==> config.mk <==
export PLATFORM = sky130hd
export DESIGN_NAME = i2s_tx_serializer
export DESIGN_NICKNAME = d
export VERILOG_FILES = /design/src/rtl/ctrl_pkg.sv /design/src/rtl/tx_pair_buf.sv /design/src/rtl/i2s_tx_serializer.sv
export SDC_FILE = /design/constraint.sdc
export NUM_CORES = 1
export LEC_CHECK = 0
export ABC_AREA = 1
export CAP_MARGIN = 30
export CORE_ASPECT_RATIO = 1.5
export CORE_UTILIZATION = 30
export DETAILED_ROUTE_END_ITERATION = 8
export PLACE_DENSITY_LB_ADDON = 0.08
export SYNTH_ARGS = -nofsm -noshare
export SYNTH_HDL_FRONTEND = slang
export SYNTH_SLANG_ARGS = --single-unit
==> constraint.sdc <==
create_clock -name clk -period 1.45 [get_ports clk]
set_input_delay 0.29 -clock clk [delete_from_list [all_inputs] [get_ports clk]]
set_output_delay 0.29 -clock clk [all_outputs]
set_load 0.02 [all_outputs]
==> src/rtl/ctrl_pkg.sv <==
// Shared control types for the I2S transmit path: control word, frame size and FSM states.
package ctrl_pkg;

  typedef enum logic {
    f16bits = 1'b0,
    f32bits = 1'b1
  } frame_size_t;

  typedef struct packed {
    frame_size_t frame_size;
  } OP_t;

  typedef enum logic {
    IDLE = 1'b0,
    RUN  = 1'b1
  } tx_state_t;

  localparam int SLOT16 = 16;
  localparam int SLOT32 = 32;

  function automatic int slot_bits(input frame_size_t fs);
    return (fs == f16bits) ? SLOT16 : SLOT32;
  endfunction

endpackage

==> src/rtl/tx_pair_buf.sv <==
// Single-entry holding register for one stereo pair between the TX FIFO and the serializer.
module tx_pair_buf #(
  parameter int DW = 32
) (
  input  logic          clk,
  input  logic          rst_,
  input  logic [DW-1:0] tx_l,
  input  logic [DW-1:0] tx_r,
  input  logic          tx_valid,
  output logic          tx_ready,
  input  logic          pop,
  output logic [DW-1:0] pend_l,
  output logic [DW-1:0] pend_r,
  output logic          pend_full
);

  logic push;

  assign tx_ready = !pend_full;
  assign push     = tx_valid && !pend_full;

  // A push only happens while empty and a pop only matters while full, so they never collide.
  always_ff @(posedge clk or negedge rst_) begin
    if (!rst_) begin
      pend_full <= 1'b0;
      pend_l    <= '0;
      pend_r    <= '0;
    end else if (push) begin
      pend_full <= 1'b1;
      pend_l    <= tx_l;
      pend_r    <= tx_r;
    end else if (pop) begin
      pend_full <= 1'b0;
    end
  end

endmodule

==> src/rtl/i2s_tx_serializer.sv <==
// I2S transmit serializer: loads a word on each ws edge and shifts it MSB-first onto sd, one bit per en.
module i2s_tx_serializer
  import ctrl_pkg::*;
#(
  parameter int DW    = 32,
  parameter int CNT_W = 6
) (
  input  logic          clk,
  input  logic          rst_,
  input  logic          en,
  input  logic          tx_en,
  input  OP_t           OP,
  input  logic          ws,
  input  logic [DW-1:0] tx_l,
  input  logic [DW-1:0] tx_r,
  input  logic          tx_valid,
  output logic          tx_ready,
  output logic          sd,
  output logic          underrun,
  output logic          sync_err
);

  tx_state_t      state_reg;
  logic           ws_q_reg;
  logic [DW-1:0]  shift_reg;
  logic [DW-1:0]  act_r_reg;
  logic [CNT_W-1:0] bit_cnt_reg;
  frame_size_t    fs_reg;

  logic [DW-1:0]  pend_l;
  logic [DW-1:0]  pend_r;
  logic           pend_full;
  logic           pop;

  logic           chg;
  logic           left_load;
  logic           right_load;
  frame_size_t    load_fs;
  logic [DW-1:0]  load_word;
  logic [DW-1:0]  aligned;
  logic           frame_bad;

  tx_pair_buf #(.DW(DW)) u_pair_buf (
    .clk      (clk),
    .rst_     (rst_),
    .tx_l     (tx_l),
    .tx_r     (tx_r),
    .tx_valid (tx_valid),
    .tx_ready (tx_ready),
    .pop      (pop),
    .pend_l   (pend_l),
    .pend_r   (pend_r),
    .pend_full(pend_full)
  );

  assign chg        = ws ^ ws_q_reg;
  assign left_load  = tx_en && chg && !ws;
  assign right_load = tx_en && chg && ws && (state_reg == RUN);
  assign pop        = en && left_load && pend_full;

  // The left load latches a new frame size; the right half reuses the size of its own frame.
  assign load_fs   = left_load ? OP.frame_size : fs_reg;
  assign load_word = left_load ? (pend_full ? pend_l : '0) : act_r_reg;
  assign aligned   = (load_fs == f16bits) ? (load_word << (DW - SLOT16)) : load_word;

  // Loads out of IDLE have no previous slot to measure, so they are never flagged.
  assign frame_bad = (state_reg == RUN) && (bit_cnt_reg != CNT_W'(slot_bits(fs_reg)));

  always_ff @(posedge clk or negedge rst_) begin
    if (!rst_) begin
      state_reg   <= IDLE;
      ws_q_reg    <= 1'b1;
      sd          <= 1'b0;
      underrun    <= 1'b0;
      sync_err    <= 1'b0;
      shift_reg   <= '0;
      act_r_reg   <= '0;
      bit_cnt_reg <= '0;
      fs_reg      <= f16bits;
    end else begin
      underrun <= 1'b0;
      sync_err <= 1'b0;
      if (en) begin
        ws_q_reg <= ws;
        if (!tx_en) begin
          state_reg   <= IDLE;
          sd          <= 1'b0;
          shift_reg   <= '0;
          act_r_reg   <= '0;
          bit_cnt_reg <= '0;
        end else if (left_load || right_load) begin
          state_reg   <= RUN;
          sd          <= aligned[DW-1];
          shift_reg   <= aligned << 1;
          bit_cnt_reg <= CNT_W'(1);
          sync_err    <= frame_bad;
          if (left_load) begin
            fs_reg    <= OP.frame_size;
            act_r_reg <= pend_full ? pend_r : '0;
            underrun  <= !pend_full;
          end
        end else if (state_reg == RUN) begin
          sd        <= shift_reg[DW-1];
          shift_reg <= shift_reg << 1;
          if (bit_cnt_reg != CNT_W'(DW))
            bit_cnt_reg <= bit_cnt_reg + 1'b1;
        end
      end
    end
  end

endmodule

## Yosys cells after proc, flatten, opt, wreduce, memory -nomap -nowiden

Cells that the tools add are included.

| word-level totals | value |
|---|---|
| register bits after elaboration | 141 |
| latch bits | 0 |
| memory bits (writable) | 0 |
| ROM bits | 0 |
| output and inout bits | 4 |
| memories | 0 |

| operators by class | value |
|---|---|
| add/sub/neg operators | 1 |
| multiply operators | 0 |
| divide/modulo/power cells | 0 |
| magnitude comparators | 0 |
| eq/ne operators | 6 |
| shifts and indexed selects | 0 |
| mux-type cells | 30 |
| bitwise operators | 1 |
| reductions and logical operators | 17 |

Operator list:

| cell | count |
|---|---|
| $mux W32 | 10 |
| $mux W6 | 5 |
| $mux W1 | 15 |
| $reduce_and A3 Y1 | 3 |
| $logic_and A1 B1 Y1 | 8 |
| $add A6 B1 Y6 const B | 1 |
| $ne A3 B1 Y1 const B | 2 |
| $ne A6 B6 Y1 | 1 |
| $ne A6 B6 Y1 const B | 1 |
| $ne A2 B1 Y1 const B | 2 |
| $reduce_and A2 Y1 | 2 |
| $logic_not A1 Y1 | 2 |
| $reduce_bool A2 Y1 | 1 |
| $logic_or A1 B1 Y1 | 1 |
| $xor A1 B1 Y1 | 1 |

## Longest topological paths before layout

Gate-level depths: netlist (run 1).

| logic depth | value |
|---|---|
| depth after elaboration | 8 |
| mapped depth | 11 |

## Cells and area by module

From an unflattened synthesis (run 1), not the netlist that was laid out.

| second synthesis, totals | value |
|---|---|
| cells, all modules | 981 |
| area, all modules | 7375.8 µm² |

By module, submodules not included:

| module | instances | cells each | area each (µm²) |
|---|---|---|---|
| i2s_tx_serializer | 1 | 700 | 4578.1 |
| tx_pair_buf | 1 | 281 | 2797.7 |

## Least setup slack after synthesis (run 1)

Ideal clock, no wire load.

| path | value |
|---|---|
| kind | reg-to-reg |
| start point | register u_pair_buf.pend_full |
| end point | register u_pair_buf.pend_l[10] |
| library setup time | 125 ps |
| arrival | 1400 ps |
| path slack | -74 ps |
| stages on the path, launching flop included | 7 |
| path buffers | 3 |
| period minus slack after synthesis | 1524 ps |
| cell sequence | dfrtp_1 > buf_2 > inv_1 > nand2_1 > buf_2 > buf_2 > mux2_2 |

| between the ends | value |
|---|---|
| word-level cells in the longest chain between the ends | 2 |

Ends and longest elaborated chain:

| element | line | source |
|---|---|---|
| start: declaration | tx_pair_buf.sv:14 | `output logic pend_full` |
| start signal: assignment | tx_pair_buf.sv:25 | `pend_full <= 1'b0;` |
| start signal: assignment | tx_pair_buf.sv:29 | `pend_full <= 1'b1;` |
| start signal: assignment | tx_pair_buf.sv:33 | `pend_full <= 1'b0;` |
| $logic_not A1 Y1 | -- |  |
| net tx_ready | i2s_tx_serializer.sv:17 | `output logic tx_ready,` |
| $logic_and A1 B1 Y1 | tx_pair_buf.sv:20 | `assign push = tx_valid && !pend_full;` |
| end signal: assignment | tx_pair_buf.sv:30 | `pend_l <= tx_l;` |
| end: declaration | tx_pair_buf.sv:12 | `output logic [DW-1:0] pend_l,` |

The timed path passes the listed nets, and every way through them passes these cells.
A chain may end at the register's enable or synchronous reset.

## Worst setup path in the final report (run 1)

| path | value |
|---|---|
| start point | register ws_q_reg |
| end point | register act_r_reg[9] |

| between the ends | value |
|---|---|
| word-level cells in the longest chain between the ends | 7 |
| elaborated cells on any way between the ends | 9 |
| classes of those cells | 2 x eq/ne; 1 x bitwise; 6 x reduce/logical |

Ends and longest elaborated chain:

| element | line | source |
|---|---|---|
| start: declaration | i2s_tx_serializer.sv:24 | `logic ws_q_reg;` |
| start signal: assignment | i2s_tx_serializer.sv:84 | `ws_q_reg <= ws;` |
| $xor A1 B1 Y1 (*) | i2s_tx_serializer.sv:56 | `assign chg = ws ^ ws_q_reg;` |
| $logic_and A1 B1 Y1 (*) | i2s_tx_serializer.sv:57, i2s_tx_serializer.sv:58 |  |
| $logic_and A1 B1 Y1 (2 in a row) | i2s_tx_serializer.sv:58 | `assign right_load = tx_en && chg && ws && (state_reg == RUN);` |
| $logic_or A1 B1 Y1 | i2s_tx_serializer.sv:91 | `end else if (left_load \|\| right_load) begin` |
| $ne A2 B1 Y1 (no line) | -- |  |
| $reduce_and A3 Y1 (no line) (*) | -- |  |
| end signal: assignment | i2s_tx_serializer.sv:99 | `act_r_reg <= pend_full ? pend_r : '0;` |
| end: declaration | i2s_tx_serializer.sv:26 | `logic [DW-1:0] act_r_reg;` |

Mark *: on every way between the ends. The rest lies on a longest branch, timed or not.

==> metrics.txt, run 1 <==
commonest cells after routing, fill and taps aside 323 x nand2_1, 138 x dfrtp_1, 68 x clkdlybuf4s50_1, 64 x mux2_2, 48 x buf_4; Die Height 189 um; LEAKAGE 4.71 nW; die area 24,000 um2; fin crit share 114%; Yosys top cell by area dfrtp_1; failing checks setup timing; r2r setup slk -0.20 ns; worst slew pin tran 0.494 ns; Worst Setup Start Kind flip-flop; Vias/cell 4.69; WL per Instance 16.5 um; DR vias 5,967; post-route minimum period 1.65 ns; most common cell after layout, fill and taps aside nand2_1; I/O pin count 75; Clk Latency, worst-skew pair 0.43 ns; clock transition at the registers of the reported paths 0.06 ns; Largest stage delay, worst path 0.57 ns; worst path cell trace buf_6, nand4_1, buf_6, o21ai_4, clkbuf_16, nand3_1, o21ai_1; largest net degree at the start of global routing 63; total nets after synthesis 921; Switch Pwr 5.16 mW; ANT cells 0; Gate power share 32.3%; total wire length 21,000 um; root buffer selected by CTS clkbuf_16; Longest Clk Path Bufs 2; first-pass iteration count of the detailed router 4; r2r startpoint ws_q_reg; max_cap viols 0; Crit Path Category reg -> reg; FMAX 0.608 GHz; final hold viol count 0; register area share after synthesis 50.0%; Yosys top cell area share 49.7%; global-route wire length before repair 33,700 um; clk_skew 0.00592 ns; dominant cells by area after synthesis dfrtp_1 50%, nand2_1 18%, mux2_2 10%; worst reg2reg path depth 7; relative slew slack 66.9%; CP startpoint ws_q_reg; CP Data Required Time 1.81 ns; number of global-route vias before repair 6,076; Worst EP arrival 2.01 ns; FF-to-FF End act_r_reg[9]; DRT antenna net count 0; most frequent CP cell buf_6; pins over their slew limit 0; initial antenna violation count 0; worst hold path type in -> async; placed cell area 8520 um2; row count 68; CP max FO 8; Initial DRC Count 244; grt total ovfl 0; Mapped Cells 848; Final HPWL DP 14,600 um; RSZ-0062 raised after global routing true; pwr dens 1590 nW/um2; Int Pwr 10.8 mW; gpl congestion 0.787; Yosys warning total 0; Std-Cell Core Area 23,000 um2; final setup vio count 71; net switching fraction of the power 32.3%; DRC errors left 0; CP endpoint kind flip-flop; H-Tree Depth 4; Flop pwr share 37.8%; initial core utilization 30.5%; DIE WIDTH 127 um; proportion of layout cells with a drive suffix above 1 29.4%; CP Capture Point act_r_reg[9]; outcome finished, violations left; crit path max-delay cell type dfstp_2; met2 Use GR 32.6%; met3 Use GR 3.05%; Port-buffer cells 74; Clk pwr share 29.8%; count of cell types in the netlist 26; CTS tree done; post-route cell area 10,000 um2; synthesized area per cell 8.26 um2; CTS Buf Count 17; #FFs+latches synth 140; Num Clock Sinks 140; FILL cells 2,344; P&R area growth vs syn 43.0%; Power, Total 16.0 mW; minimum hold slack 0.337 ns; synthesized cell area 7000 um2; GR peak layer met2; Post-layout nets 1,052; met1 usage 23.1%; Worst VDD drop 0.959 mV; Final WS setup -0.196 ns; total global-route track usage 18.6%
-- metal layers --
layer	vias up	wire length (um)	part of all wire (%)
li1	2989	-	-
met1	2875	8990	43
met2	85	11200	53
met3	18	502	2.4
met4	0	333	1.6
met5	-	0	0
-- worst min-delay path by stage --
| stage | from | to | cells past startpoint |
|---|---|---|---|
| after detailed placement | rst_ | shift_reg[7] | 1 |
| after global routing | rst_ | act_r_reg[7] | 2 |
| after CTS | tx_en | state_reg | 4 |
| after global placement | rst_ | shift_reg[7] | 1 |
| final | rst_ | shift_reg[7] | 2 |
| after floorplan | rst_ | act_r_reg[0] | 0 |
-- cells in the mapped netlist, drive strengths merged --
| master | count |
|---|---|
| xor2 | 1 |
| dfstp | 1 |
| nand2 | 343 |
| inv | 50 |
| o21ai | 53 |
| dfrtp | 139 |
| mux2 | 64 |
| ha | 2 |
| clkbuf | 19 |
| nor2 | 43 |
| buf | 35 |
| nor3b | 1 |
| a21oi | 1 |
| nor3 | 2 |
| xnor2 | 1 |
| o211ai | 1 |
| nand4 | 36 |
| nand3 | 55 |
| or2 | 1 |
-- worst max-delay path: cells and delay by family, from the launching register on --
family,cells,cell delay [ns]
DFF,1,0.57
and+or+nand+nor,2,0.17
AOI/OAI and AO/OA,2,0.25
buffers and inverters,3,0.56
-- through the flow --
step	setup TNS (ns)	utilization [%]	cells	setup WS (ns)
global placement	-37.74	37.1	1218	-0.479
detailed placement	-38.88	37.1	1218	-0.504
CTS	-7.09	42.0	1263	-0.155
finish	-9.75	43.6	1272	-0.196
global route	-15.15	43.6	1272	-0.259
floorplan	-0.388	-	848	-0.0180
-- what timing repair did --
action                     4_1_cts  5_1_grt
gates cloned                     4        4
gates resized for setup        118       77
pin swaps                       15       26
hold buffers                     1        0
setup endpoints to repair       75       76
buffers inserted                 8        5
hold endpoints to repair        22        0
-- power by group through the flow --
| stage | clock network, mW | registers (mW) | logic [mW] |
|---|---|---|---|
| after floorplan | 0 | 5.72 | 2.96 |
| after global placement | 0 | 6.05 | 4.51 |
| after detailed placement | 0 | 6.06 | 4.53 |
| after CTS | 4.89 | 6.05 | 4.90 |
| after global routing | 5.04 | 6.22 | 5.74 |
| final | 4.76 | 6.04 | 5.16 |
-- logic make-up (layout without fill, tap and decap cells) --
kind of cell	count (synthesis)	after routing	share of synthesized area [%]
flip-flops	140	140	50.0
AND/OR/NAND/NOR	481	481	28.4
buffers and inverters	104	247	6.57
adder cells (fa/ha/maj)	2	2	0.357
multiplexers	64	64	10.3
XOR/XNOR	2	2	0.250
AO/OA/AOI/OAI	55	56	4.09
-- cell type report --
type / count / area (um2) / share of cell area, %
Sequential cell: 140 / 3510 / 35.0
Inverter: 50 / 195 / 1.95
Multi-Input combinational cell: 605 / 3510 / 35.1
Timing Repair Buffer: 165 / 1800 / 18.0
Clock buffer: 24 / 522 / 5.21
Clock inverter: 8 / 129 / 1.29
Tap cell: 280 / 350 / 3.50
(Power assumes the default switching activity.)
==> run 2: changes to the inputs <==
--- a/config.mk
+++ b/config.mk
@@ -5,11 +5,11 @@
 export SDC_FILE = /design/constraint.sdc
 export NUM_CORES = 1
 export LEC_CHECK = 0
-export ABC_AREA = 1
 export CAP_MARGIN = 30
 export CORE_ASPECT_RATIO = 1.5
 export CORE_UTILIZATION = 30
 export DETAILED_ROUTE_END_ITERATION = 8
+export HOLD_SLACK_MARGIN = 0.1
 export PLACE_DENSITY_LB_ADDON = 0.08
 export SYNTH_ARGS = -nofsm -noshare
 export SYNTH_HDL_FRONTEND = slang
==> run 2 against run 1 <==
  * First-iteration DRC count shrank 23%
  * Via count shrank 14%
  * Design area grew 1.1%
  * The flow still finishes with violations (setup timing)
  * Synthesized cell count shrank 33%
  * Setup slack gained 0.012 ns
  * Sequential power grew 5.6%
  * Flip-flop and latch count is the same
  * Final cell count shrank 22%
  * Core utilization grew 4.5 points
  * Critical endpoint is now shift_reg[16]
  * Register-to-register slack is essentially flat
  * Sequential share of layout area shrank 0.38 points
==> metrics.txt, run 2 <==
Switch Pwr 5.12 mW (-0.83%); met2 Use GR 32.8% (+0.22 points); Mapped Cells 565 (-33%); ys async rst share 100% (unchanged); final setup vio count 78 (+9.9%); clk_skew 0.00934 ns (+0.00342 ns); Crit Path Category reg -> reg; Yosys top cell area share 53.9% (+4.2 points); DR vias 5,140 (-14%); largest net degree at the start of global routing 34 (-46%); pwr dens 1560 nW/um2 (-2.3%); commonest cells after routing, fill and taps aside 138 x dfrtp_1, 67 x clkdlybuf4s50_1, 43 x mux2_2, 36 x nand2_1, 35 x o21ai_2; Port-buffer cells 74 (unchanged); root buffer selected by CTS clkbuf_16; register area share after synthesis 54.3% (+4.2 points); clock transition at the registers of the reported paths 0.06 ns (about the same); met3 Use GR 3.14% (+0.089 points); post-route minimum period 1.63 ns (-0.0121 ns); Final WS setup -0.184 ns (+0.0121 ns); Clk pwr share 27.6% (-2.2 points); P&R area growth vs syn 56.8%; total wire length 20,300 um (-3.3%); most common cell after layout, fill and taps aside dfrtp_1; Worst Setup Start Kind flip-flop; die area 22,100 um2 (-7.7%); Longest Clk Path Bufs 2 (unchanged); Vias/cell 5.17 (+10%); gpl congestion 0.805 (+2.3%); Worst EP arrival 1.98 ns (-0.03 ns); GR peak layer met2; Post-layout nets 787 (-25%); worst slew pin tran 0.463 ns (-0.0310 ns); worst reg2reg path depth 7 (unchanged); dominant cells by area after synthesis dfrtp_1 54%, mux2_2 11%, mux2i_1 5.1%; Die Height 182 um (-3.9%); initial antenna violation count 0 (unchanged); DRT antenna net count 0 (unchanged); H-Tree Depth 4 (unchanged); relative slew slack 69.0% (+2.1 points); Yosys warning total 0 (unchanged); CP Data Required Time 1.80 ns (about the same); net switching fraction of the power 32.5% (+0.14 points); row count 65 (-4.4%); post-route cell area 10,100 um2 (+1.1%); LEAKAGE 4.38 nW (-6.9%); count of cell types in the netlist 43 (+65%); first-pass iteration count of the detailed router 5 (+1); total global-route track usage 18.8% (+0.16 points); met1 usage 22.5% (-0.56 points); max_cap viols 0 (unchanged); ANT cells 0 (unchanged); proportion of layout cells with a drive suffix above 1 45.1% (+16 points); Worst VDD drop 0.921 mV (-4.0%); EDFF count, synth 0 (unchanged); worst hold path type in -> async; most common cell in the synthesized netlist dfrtp_1; Post-synth top cells 139 x dfrtp_1, 70 x nand2_1, 65 x mux2_2, 53 x o21ai_0; failing checks setup timing; Post-Place Setup Slack -0.517 ns (-0.0124 ns); FF-to-FF End shift_reg[16]; Yosys top cell by area dfrtp_1; CTS tree done; total nets after synthesis 638 (-31%); CP endpoint kind flip-flop; Clk Latency, worst-skew pair 0.43 ns (about the same); r2r setup slk -0.18 ns (about the same); number of global-route vias before repair 5,602 (-7.8%); I/O pin count 75 (unchanged); fin crit share 113% (-0.83 points); ys flop type dfrtp_1; grt total ovfl 0 (unchanged); Gate power share 31.9% (-0.4 points); Std-Cell Core Area 21,100 um2 (-8.3%); r2r startpoint ws_q_reg; outcome finished, violations left; Flop pwr share 40.5% (+2.7 points); DRC errors left 0 (unchanged); Num Clock Sinks 140 (unchanged); placed cell area 7970 um2 (-6.5%); CTS Buf Count 17 (unchanged); pins over their slew limit 0 (unchanged); DIE WIDTH 122 um (-3.9%); FMAX 0.612 GHz (+0.74%); Final HPWL DP 12,000 um (-18%); synthesized area per cell 11.4 um2 (+38%); synthesized cell area 6450 um2 (-7.8%); Int Pwr 10.6 mW (-1.5%); #FFs+latches synth 140 (unchanged); RSZ-0062 raised after global routing true; WL per Instance 20.4 um (+24%); final hold viol count 0 (unchanged); CP max FO 8 (unchanged); initial core utilization 30.6% (+0.16 points); global-route wire length before repair 31,300 um (-7.2%); Initial DRC Count 188 (-23%)
==> run 2: per-layer routing <==
| layer | share of wire, % | routed length, um | vias up |
|---|---|---|---|
| met5 | 0 | 0 | - |
| li1 | - | - | 2366 |
| met2 | 54 | 11000 | 98 |
| met4 | 1.7 | 338 | 0 |
| met1 | 42 | 8520 | 2650 |
| met3 | 2.5 | 505 | 26 |
==> run 2: stage by stage <==
stage	cells	util (%)	TNS (ns)	total power [mW]	hold slack, ns
3_5_place_dp	919	37.8	-52.94	9.96	0.237
6_report	995	48.1	-6.39	15.8	0.348
3_3_place_gp	919	37.8	-51.24	9.87	0.235
2_1_floorplan	565	-	-0.730	8.29	-0.00559
4_1_cts	983	45.4	-9.74	15.1	0.362
5_1_grt	995	48.1	-9.89	16.6	0.373
==> run 2: final cells by class <==
cell class	count	area, um2
Multi-Input combinational cell	378	3470
Timing Repair Buffer	172	2200
Fill cell	1874	10900
Clock buffer	20	467
Inverter	5	18.8
Clock inverter	12	124
Tap cell	268	335
Sequential cell	140	3510
==> run 2: worst max path at each step <==
stage,startpoint,end,slack [ns],depth (start not counted)
after floorplan,ws_q_reg,shift_reg[24],-0.08,6
after global placement,ws,shift_reg[13],-0.53,6
after detailed placement,ws,act_r_reg[25],-0.52,6
after CTS,ws_q_reg,shift_reg[11],-0.21,6
after global routing,ws_q_reg,shift_reg[16],-0.23,7
final,ws_q_reg,shift_reg[16],-0.18,7
==> run 2: cells by family (layout without fill, tap and decap cells) <==
family                     after synthesis  count (layout)  share of synthesized area (%)
AOI/OAI and AO/OA                      163             163                           16.5
adders and majority gates                2               2                          0.388
buffers and inverters                   48             209                           3.70
DFF                                    140             140                           54.3
muxes                                   99              99                           16.6
and+or+nand+nor                        113             114                           8.53
==> run 2: worst max-delay path, cell delays in order (launching register included) <==
cell and delay (ns):
dfstp_2 0.57, buf_6 0.11, and3b_4 0.25, buf_6 0.15, buf_12 0.12, and3_1 0.17
a21oi_1 0.05, o21ai_1 0.13
==> run 2: timing repair <==
action	in CTS	in global routing
hold buffers	1	0
gates cloned	15	8
buffers inserted	17	10
setup endpoints to repair	78	92
pin swaps	71	20
gates resized for setup	174	112
hold endpoints to repair	27	0
==> run 2: power by group through the flow <==
stage               Clock [mW]  Combinational [mW]  Sequential (mW)
finish                    4.35                5.03             6.38
global route              4.64                5.42             6.56
CTS                       4.45                4.34             6.28
detailed placement           0                3.68             6.28
global placement             0                3.62             6.25
floorplan                    0                2.47             5.82
